[src/rtl/core_pkg.sv]
// Shared RV32I core constants and types used by the fetch stage.
package core_pkg;

  localparam int unsigned XLEN = 32;

  localparam logic [XLEN-1:0] ResetVectorDefault = 32'h0000_0000;
  localparam logic [XLEN-1:0] NopInstr           = 32'h0000_0013;
  localparam logic [XLEN-1:0] PcIncr             = 32'd4;

  typedef struct packed {
    logic [XLEN-1:0] pc;
    logic [XLEN-1:0] instr;
  } fetch_entry_t;

endpackage

[src/rtl/fetch_unit_if.sv]
// Bus bundle between the fetch stage, instruction memory, decoder and control.
interface fetch_unit_if;
  import core_pkg::*;

  logic            imem_req;
  logic [XLEN-1:0] imem_addr;
  logic            imem_rvalid;
  logic [XLEN-1:0] imem_rdata;
  logic [XLEN-1:0] ir;
  logic [XLEN-1:0] pc_out;
  logic            ir_valid;
  logic            ir_ready;
  logic            redirect;
  logic [XLEN-1:0] redirect_pc;
  logic            halt;
  logic            halted;

  modport master (
    output imem_req, imem_addr, ir, pc_out, ir_valid, halted,
    input  imem_rvalid, imem_rdata, ir_ready, redirect, redirect_pc, halt
  );

  modport slave (
    input  imem_req, imem_addr, ir, pc_out, ir_valid, halted,
    output imem_rvalid, imem_rdata, ir_ready, redirect, redirect_pc, halt
  );

endinterface

[src/rtl/fetch_fifo.sv]
// Two-entry {pc, instr} queue with flush; head and count come straight from registers.
module fetch_fifo
  import core_pkg::*;
(
  input  logic         clk_i,
  input  logic         rst_ni,
  input  logic         flush_i,
  input  logic         push_i,
  input  fetch_entry_t push_data_i,
  input  logic         pop_i,
  output fetch_entry_t head_o,
  output logic         head_valid_o,
  output logic [1:0]   count_o
);

  fetch_entry_t head_q, head_d, tail_q, tail_d;
  logic [1:0]   count_q, count_d;
  logic         pop_ok;

  always_comb begin
    head_d  = head_q;
    tail_d  = tail_q;
    count_d = count_q;
    pop_ok  = pop_i && (count_q != 2'd0);
    if (flush_i) begin
      count_d = 2'd0;
    end else begin
      case (count_q)
        2'd0: begin
          if (push_i) begin
            head_d  = push_data_i;
            count_d = 2'd1;
          end
        end
        2'd1: begin
          if (push_i && pop_ok) begin
            head_d = push_data_i;
          end else if (push_i) begin
            tail_d  = push_data_i;
            count_d = 2'd2;
          end else if (pop_ok) begin
            count_d = 2'd0;
          end
        end
        default: begin
          // Full: tail shifts to head; the issue logic never pushes here without a pop.
          if (pop_ok) begin
            head_d = tail_q;
            if (push_i) tail_d = push_data_i;
            else        count_d = 2'd1;
          end
        end
      endcase
    end
  end

  always_ff @(posedge clk_i) begin
    if (!rst_ni) begin
      head_q  <= '0;
      tail_q  <= '0;
      count_q <= 2'd0;
    end else begin
      head_q  <= head_d;
      tail_q  <= tail_d;
      count_q <= count_d;
    end
  end

  assign head_o       = head_q;
  assign head_valid_o = (count_q != 2'd0);
  assign count_o      = count_q;

endmodule

[src/rtl/fetch_unit.sv]
// RV32I instruction fetch: PC, single-outstanding imem requests, redirect/halt flush.
module fetch_unit
  import core_pkg::*;
#(
  parameter logic [XLEN-1:0] RESET_VECTOR = ResetVectorDefault
) (
  input  logic         clk,
  input  logic         rst_n,
  fetch_unit_if.master bus
);

  logic [XLEN-1:0] fetch_pc_q, fetch_pc_d, req_pc_q, req_pc_d;
  logic            outst_q, outst_d, drop_q, drop_d, halted_q, halted_d;
  logic            flush, resp, push, pop, issue;
  logic [1:0]      fifo_count, count_after;
  fetch_entry_t    push_entry, head;

  always_comb begin
    flush       = !halted_q && (bus.halt || bus.redirect);
    resp        = rst_n && bus.imem_rvalid;
    push        = resp && !drop_q && !flush;
    pop         = bus.ir_valid && bus.ir_ready && !flush;
    push_entry  = '{pc: req_pc_q, instr: bus.imem_rdata};
    count_after = fifo_count + {1'b0, push} - {1'b0, pop};
    // Only one request may be in flight, and it must have a free slot when it returns.
    issue = rst_n && !halted_q && !bus.halt && !bus.redirect && !drop_q &&
            (!outst_q || resp) && (count_after < 2'd2);

    outst_d  = issue || (outst_q && !resp);
    halted_d = halted_q || bus.halt;
    req_pc_d = issue ? fetch_pc_q : req_pc_q;

    // A response arriving in the flush cycle is the stale one, so no drop is needed.
    drop_d = drop_q;
    if (resp)                 drop_d = 1'b0;
    else if (flush && outst_q) drop_d = 1'b1;

    fetch_pc_d = fetch_pc_q;
    if (flush && !bus.halt) fetch_pc_d = bus.redirect_pc & ~32'h3;
    else if (issue)         fetch_pc_d = fetch_pc_q + PcIncr;
  end

  always_ff @(posedge clk) begin
    if (!rst_n) begin
      fetch_pc_q <= RESET_VECTOR;
      req_pc_q   <= '0;
      outst_q    <= 1'b0;
      drop_q     <= 1'b0;
      halted_q   <= 1'b0;
    end else begin
      fetch_pc_q <= fetch_pc_d;
      req_pc_q   <= req_pc_d;
      outst_q    <= outst_d;
      drop_q     <= drop_d;
      halted_q   <= halted_d;
    end
  end

  fetch_fifo u_fifo (
    .clk_i        (clk),
    .rst_ni       (rst_n),
    .flush_i      (flush),
    .push_i       (push),
    .push_data_i  (push_entry),
    .pop_i        (pop),
    .head_o       (head),
    .head_valid_o (bus.ir_valid),
    .count_o      (fifo_count)
  );

  assign bus.imem_req  = issue;
  assign bus.imem_addr = issue ? fetch_pc_q : '0;
  assign bus.ir        = head.instr;
  assign bus.pc_out    = head.pc;
  assign bus.halted    = halted_q;

  a_rvalid_has_req : assert property (@(posedge clk) disable iff (!rst_n)
    bus.imem_rvalid |-> outst_q);

endmodule

[src/flat_wrapper.sv]
// flat-port wrapper written by rule: the top's interface ports become plain ports
module fetch_unit_flat import core_pkg::*;
#(
  parameter logic [XLEN-1:0] RESET_VECTOR = ResetVectorDefault
)
  (clk, rst_n, bus_imem_req, bus_imem_addr, bus_ir, bus_pc_out, bus_ir_valid, bus_halted, bus_imem_rvalid, bus_imem_rdata, bus_ir_ready, bus_redirect, bus_redirect_pc, bus_halt);
  fetch_unit_if bus_i ();
  input  logic clk;
  input  logic rst_n;
  output wire logic [$bits(bus_i.imem_req)-1:0] bus_imem_req;
  output wire logic [$bits(bus_i.imem_addr)-1:0] bus_imem_addr;
  output wire logic [$bits(bus_i.ir)-1:0] bus_ir;
  output wire logic [$bits(bus_i.pc_out)-1:0] bus_pc_out;
  output wire logic [$bits(bus_i.ir_valid)-1:0] bus_ir_valid;
  output wire logic [$bits(bus_i.halted)-1:0] bus_halted;
  input wire logic [$bits(bus_i.imem_rvalid)-1:0] bus_imem_rvalid;
  input wire logic [$bits(bus_i.imem_rdata)-1:0] bus_imem_rdata;
  input wire logic [$bits(bus_i.ir_ready)-1:0] bus_ir_ready;
  input wire logic [$bits(bus_i.redirect)-1:0] bus_redirect;
  input wire logic [$bits(bus_i.redirect_pc)-1:0] bus_redirect_pc;
  input wire logic [$bits(bus_i.halt)-1:0] bus_halt;
  assign bus_imem_req = bus_i.imem_req;
  assign bus_imem_addr = bus_i.imem_addr;
  assign bus_ir = bus_i.ir;
  assign bus_pc_out = bus_i.pc_out;
  assign bus_ir_valid = bus_i.ir_valid;
  assign bus_halted = bus_i.halted;
  assign bus_i.imem_rvalid = bus_imem_rvalid;
  assign bus_i.imem_rdata = bus_imem_rdata;
  assign bus_i.ir_ready = bus_ir_ready;
  assign bus_i.redirect = bus_redirect;
  assign bus_i.redirect_pc = bus_redirect_pc;
  assign bus_i.halt = bus_halt;
  fetch_unit #(.RESET_VECTOR(RESET_VECTOR)) u_core (.clk(clk), .rst_n(rst_n), .bus(bus_i));
endmodule
[config.mk]
export PLATFORM = sky130hd
export DESIGN_NAME = fetch_unit_flat
export DESIGN_NICKNAME = d
export VERILOG_FILES = /design/src/rtl/core_pkg.sv /design/src/rtl/fetch_unit_if.sv /design/src/rtl/fetch_fifo.sv /design/src/rtl/fetch_unit.sv /design/src/flat_wrapper.sv
export SDC_FILE = /design/constraint.sdc
export NUM_CORES = 1
export LEC_CHECK = 0
export BUFFER_PORTS_ARGS = -buffer_cell sky130_fd_sc_hd__buf_2
export CAP_MARGIN = 20
export CORE_ASPECT_RATIO = 0.8
export CORE_MARGIN = 10
export CORE_UTILIZATION = 50
export CTS_CLUSTER_DIAMETER = 50
export DETAILED_ROUTE_END_ITERATION = 12
export GPL_TIMING_DRIVEN = 0
export HOLD_SLACK_MARGIN = 0.1
export PLACE_DENSITY = 0.81
export SYNTH_ARGS = -nofsm -noshare
export SYNTH_HDL_FRONTEND = slang
export SYNTH_SLANG_ARGS = --single-unit
[constraint.sdc]
create_clock -name clk -period 3.36 [get_ports clk]
set_input_delay 0.336 -clock clk [delete_from_list [all_inputs] [get_ports clk]]
set_output_delay 0.336 -clock clk [all_outputs]
set_load 0.1 [all_outputs]
==> results.py <==
metrics = {
    "run_status": {
        "status": "completed",
    },
    "timing": {
        "setup_viol": 0,
        "slew_violations": 0,
        "fin_crit_sh_pct": 96.95,
        "tightest_slew_ns": 0.7623,
        "rsz0062_at_grt": "no",
        "max_freq_mhz": 307.0,
        "hold_violations": 0,
        "setup_tns_ns": 0,
        "min_period_ns": 3.258,
        "finalClockSkew_ns": 0.01431,
        "relSlewSlack_pct": 49.18,
    },
    "setup_path": {
        "cp-end-kind": "primary output",
        "slowest_delay_ns": 0.54,
        "start_kind": "flop",
        "worstPathCellList": "nor2b_1 -> nand4_1 -> a32oi_2 -> buf_2 -> buf_2 -> nor2_2 -> buf_2",
        "critPathMostFrequentCell": "buf_2",
        "crit_type": "reg -> out",
        "crit_path_max_fanout": 10,
        "slowest_stage": "a32oi_2",
        "required_ns": 3.02,
        "worstPathArrival_ns": 2.92,
    },
    "cells_and_area": {
        "areaGrowthSynthToFinish_pct": 20.08,
        "layout.nets": 1210,
        "finalNonFillerCells": 1372,
        "final_cell_area_mm2": 0.01017,
        "drive_gt1_share_pct": 19.64,
    },
    "yosys": {
        "synth_edf_count": 0,
        "ys_seq_area_share_pct": 44.67,
        "yosys.area_share.simple_pct": 20.18,
        "yosysWarnings": 0,
        "synth-adder-area-share_pct": 0.1477,
        "netlist_area_mm2": 0.008469,
        "synthCells": 955,
        "postSynth.asyncResetShare_pct": 0,
        "ys_types": 58,
        "syn_area_per_cell_um2": 8.868,
        "synth_top_family_by_area": "compound AO/OA/AOI/OAI gates",
        "muxShareOfSynthArea_pct": 8.288,
        "synthFlopType": "dfxtp_1",
        "synth-xor-area-share_pct": 0,
        "ys_ff_latch": 189,
        "synth_compound_area_share_pct": 22.12,
    },
    "worst_hold_path": {
        "holdCritPathClass": "in -> reg",
    },
    "clocking": {
        "clk_latency_ns": 0.43,
        "clk_pin_slew_ns": 0.07,
        "clock-sinks": 189,
        "cts_buffer_depth": 2,
        "cts.hold.buffers_added": 0,
        "cts.root.buffer_cell": "clkbuf_16",
        "cts_buffers": 17,
        "htreeDepth": 4,
        "cts_tree": "yes",
    },
    "drt": {
        "vias_per_cell": 5.560,
        "ant_nets": 0,
        "drtIter0Drc": 522,
        "wl_per_cell_um": 17.90,
        "vias": 7629,
        "first_pass_iters": 5,
        "drc": 0,
        "drt_wl_total_um": 24550,
    },
    "global_route": {
        "antenna_found_initial": 2,
        "grt_max_degree": 17,
        "track_usage_pct": 21.10,
        "grt_pass1_vias": 7148,
        "grt_pass1_wl_um": 37820,
        "overflow": 0,
    },
    "flow_run": {
        "drv_cap": 0,
    },
    "power_and_ir_drop": {
        "leakage_nw": 4.464,
        "ir_worst_vdd_mv": 0.3969,
        "p_total_mw": 5.163,
        "p_per_area_mw_per_mm2": 507.7,
    },
    "placement": {
        "gp_congestion": 0.9581,
        "postPlaceCellArea_mm2": 0.009579,
        "io_buffer_count": 162,
        "numPlacedInstances": 1340,
        "dpl.hpwl_um": 18480,
    },
    "floorplan": {
        "io_pins": 169,
        "die_x_um": 165.5,
        "core-area_mm2": 0.01661,
        "rows": 42,
        "start_util_pct": 51.00,
        "die_y_um": 136.4,
        "die-area_mm2": 0.02258,
    },
}
-- placed cells by master, fill, tap and decap left out, types with 17 or more instances in the layout --
cell	count
clkbuf_1	52
o21a_1	30
dfxtp_1	189
nor2_1	19
o21ai_0	29
clkbuf_16	17
nand2_1	211
a21boi_0	63
and2_1	50
buf_2	170
mux2i_1	69
o211a_1	62
-- layout make-up --
class / count / area (um^2)
diodes: 1 / 2.502
clock buffers: 19 / 442.9
inverters: 14 / 52.55
flip-flops and latches: 189 / 3784
clock inverters: 12 / 136.4
well taps: 220 / 275.3
fillers: 1441 / 6436
repair buffers: 162 / 818.3
plain buffers: 79 / 334.1
multi-input cells: 676 / 4324
-- power breakdown --
part,switching [mW],internal [mW]
sequential,0.0590,2.32
combinational,0.598,0.178
clock,0.891,1.12
total,1.55,3.61
-- synth_stat cells, types with 9 or more instances --
cell type | n | share of area [%]
buf_1 | 10 | 0.44
nor3_1 | 10 | 0.59
nand3_1 | 13 | 0.77
o31ai_1 | 9 | 0.80
o211a_1 | 62 | 7.3
and2_1 | 50 | 3.7
or3_1 | 9 | 0.66
o21a_1 | 30 | 2.7
or4_1 | 9 | 0.80
buf_2 | 11 | 0.65
mux2i_1 | 69 | 8.2
nor2_1 | 24 | 1.1
o21ai_0 | 29 | 1.7
dfxtp_1 | 189 | 45
inv_1 | 13 | 0.58
a21boi_0 | 63 | 5.6
clkbuf_1 | 52 | 2.3
a31oi_1 | 16 | 1.2
nand2_1 | 211 | 9.4
-- worst paths after layout --
kind                                                 to  depth (start not counted)                                  start  slack, ns
setup / recovery                      bus_imem_addr[30]                          7  u_core.u_fifo.count_o[0]$_SDFFE_PP0P_       0.10
hold / removal               u_core.drop_q$_SDFFE_PP0P_                          2                        bus_imem_rvalid       0.16
setup reg to reg     u_core.fetch_pc_q[28]$_SDFFE_PN0P_                          7  u_core.u_fifo.count_o[0]$_SDFFE_PP0P_       0.88
hold reg to reg   u_core.u_fifo.tail_q[21]$_SDFFE_PN0P_                          2  u_core.u_fifo.tail_q[21]$_SDFFE_PN0P_       0.47
-- per-layer routing --
layer  up-vias  GRT usage (%)  share of wire [%]
li1       3713              -                  -
met1      3623          28.75                 45
met2       260          31.93                 44
met3        31          6.588                8.8
met4         2          4.722                1.3
met5         -              0              0.073
-- sequential cells by signal (all words and copies together), names as in the netlist --
| signal | count |
|---|---|
| u_core.drop_q | 1 |
| u_core.fetch_pc_q | 30 |
| u_core.bus.halted | 1 |
| u_core.u_fifo.count_o | 2 |
| u_core.req_pc_q | 30 |
| u_core.u_fifo.head_o | 62 |
| u_core.u_fifo.tail_q | 62 |
| u_core.outst_q | 1 |
-- critical path: cells and delay by family, from the launching register on --
family,cells,cell delay [ns]
buffers and inverters,3,1.02
and+or+nand+nor,3,0.55
AOI/OAI and AO/OA,1,0.54
DFF,1,0.38
-- through the flow --
stage	worst slack [ns]	hold slack [ns]	util (%)
after floorplan	-0.3401	0.4121	-
after global placement	0.4487	0.4491	57.69
after detailed placement	0.4429	0.4569	57.69
after CTS	0.04845	0.1436	61.17
after global routing	0.02855	0.1478	61.24
final	0.1025	0.1557	61.24
-- timing repair --
action | 4_1_cts | 5_1_grt
setup endpoints to repair | 0 | 10
gates resized for setup | 0 | 5
setup buffers | 0 | 0
-- kinds of logic after synthesis --
group | after synthesis
multiplexers | 70
buffers and inverters | 93
AND/OR/NAND/NOR | 362
adder cells (fa/ha/maj) | 1
other | 1
flip-flops | 189
AO/OA/AOI/OAI | 239
No activity file was read; power rests on OpenSTA's default activity.
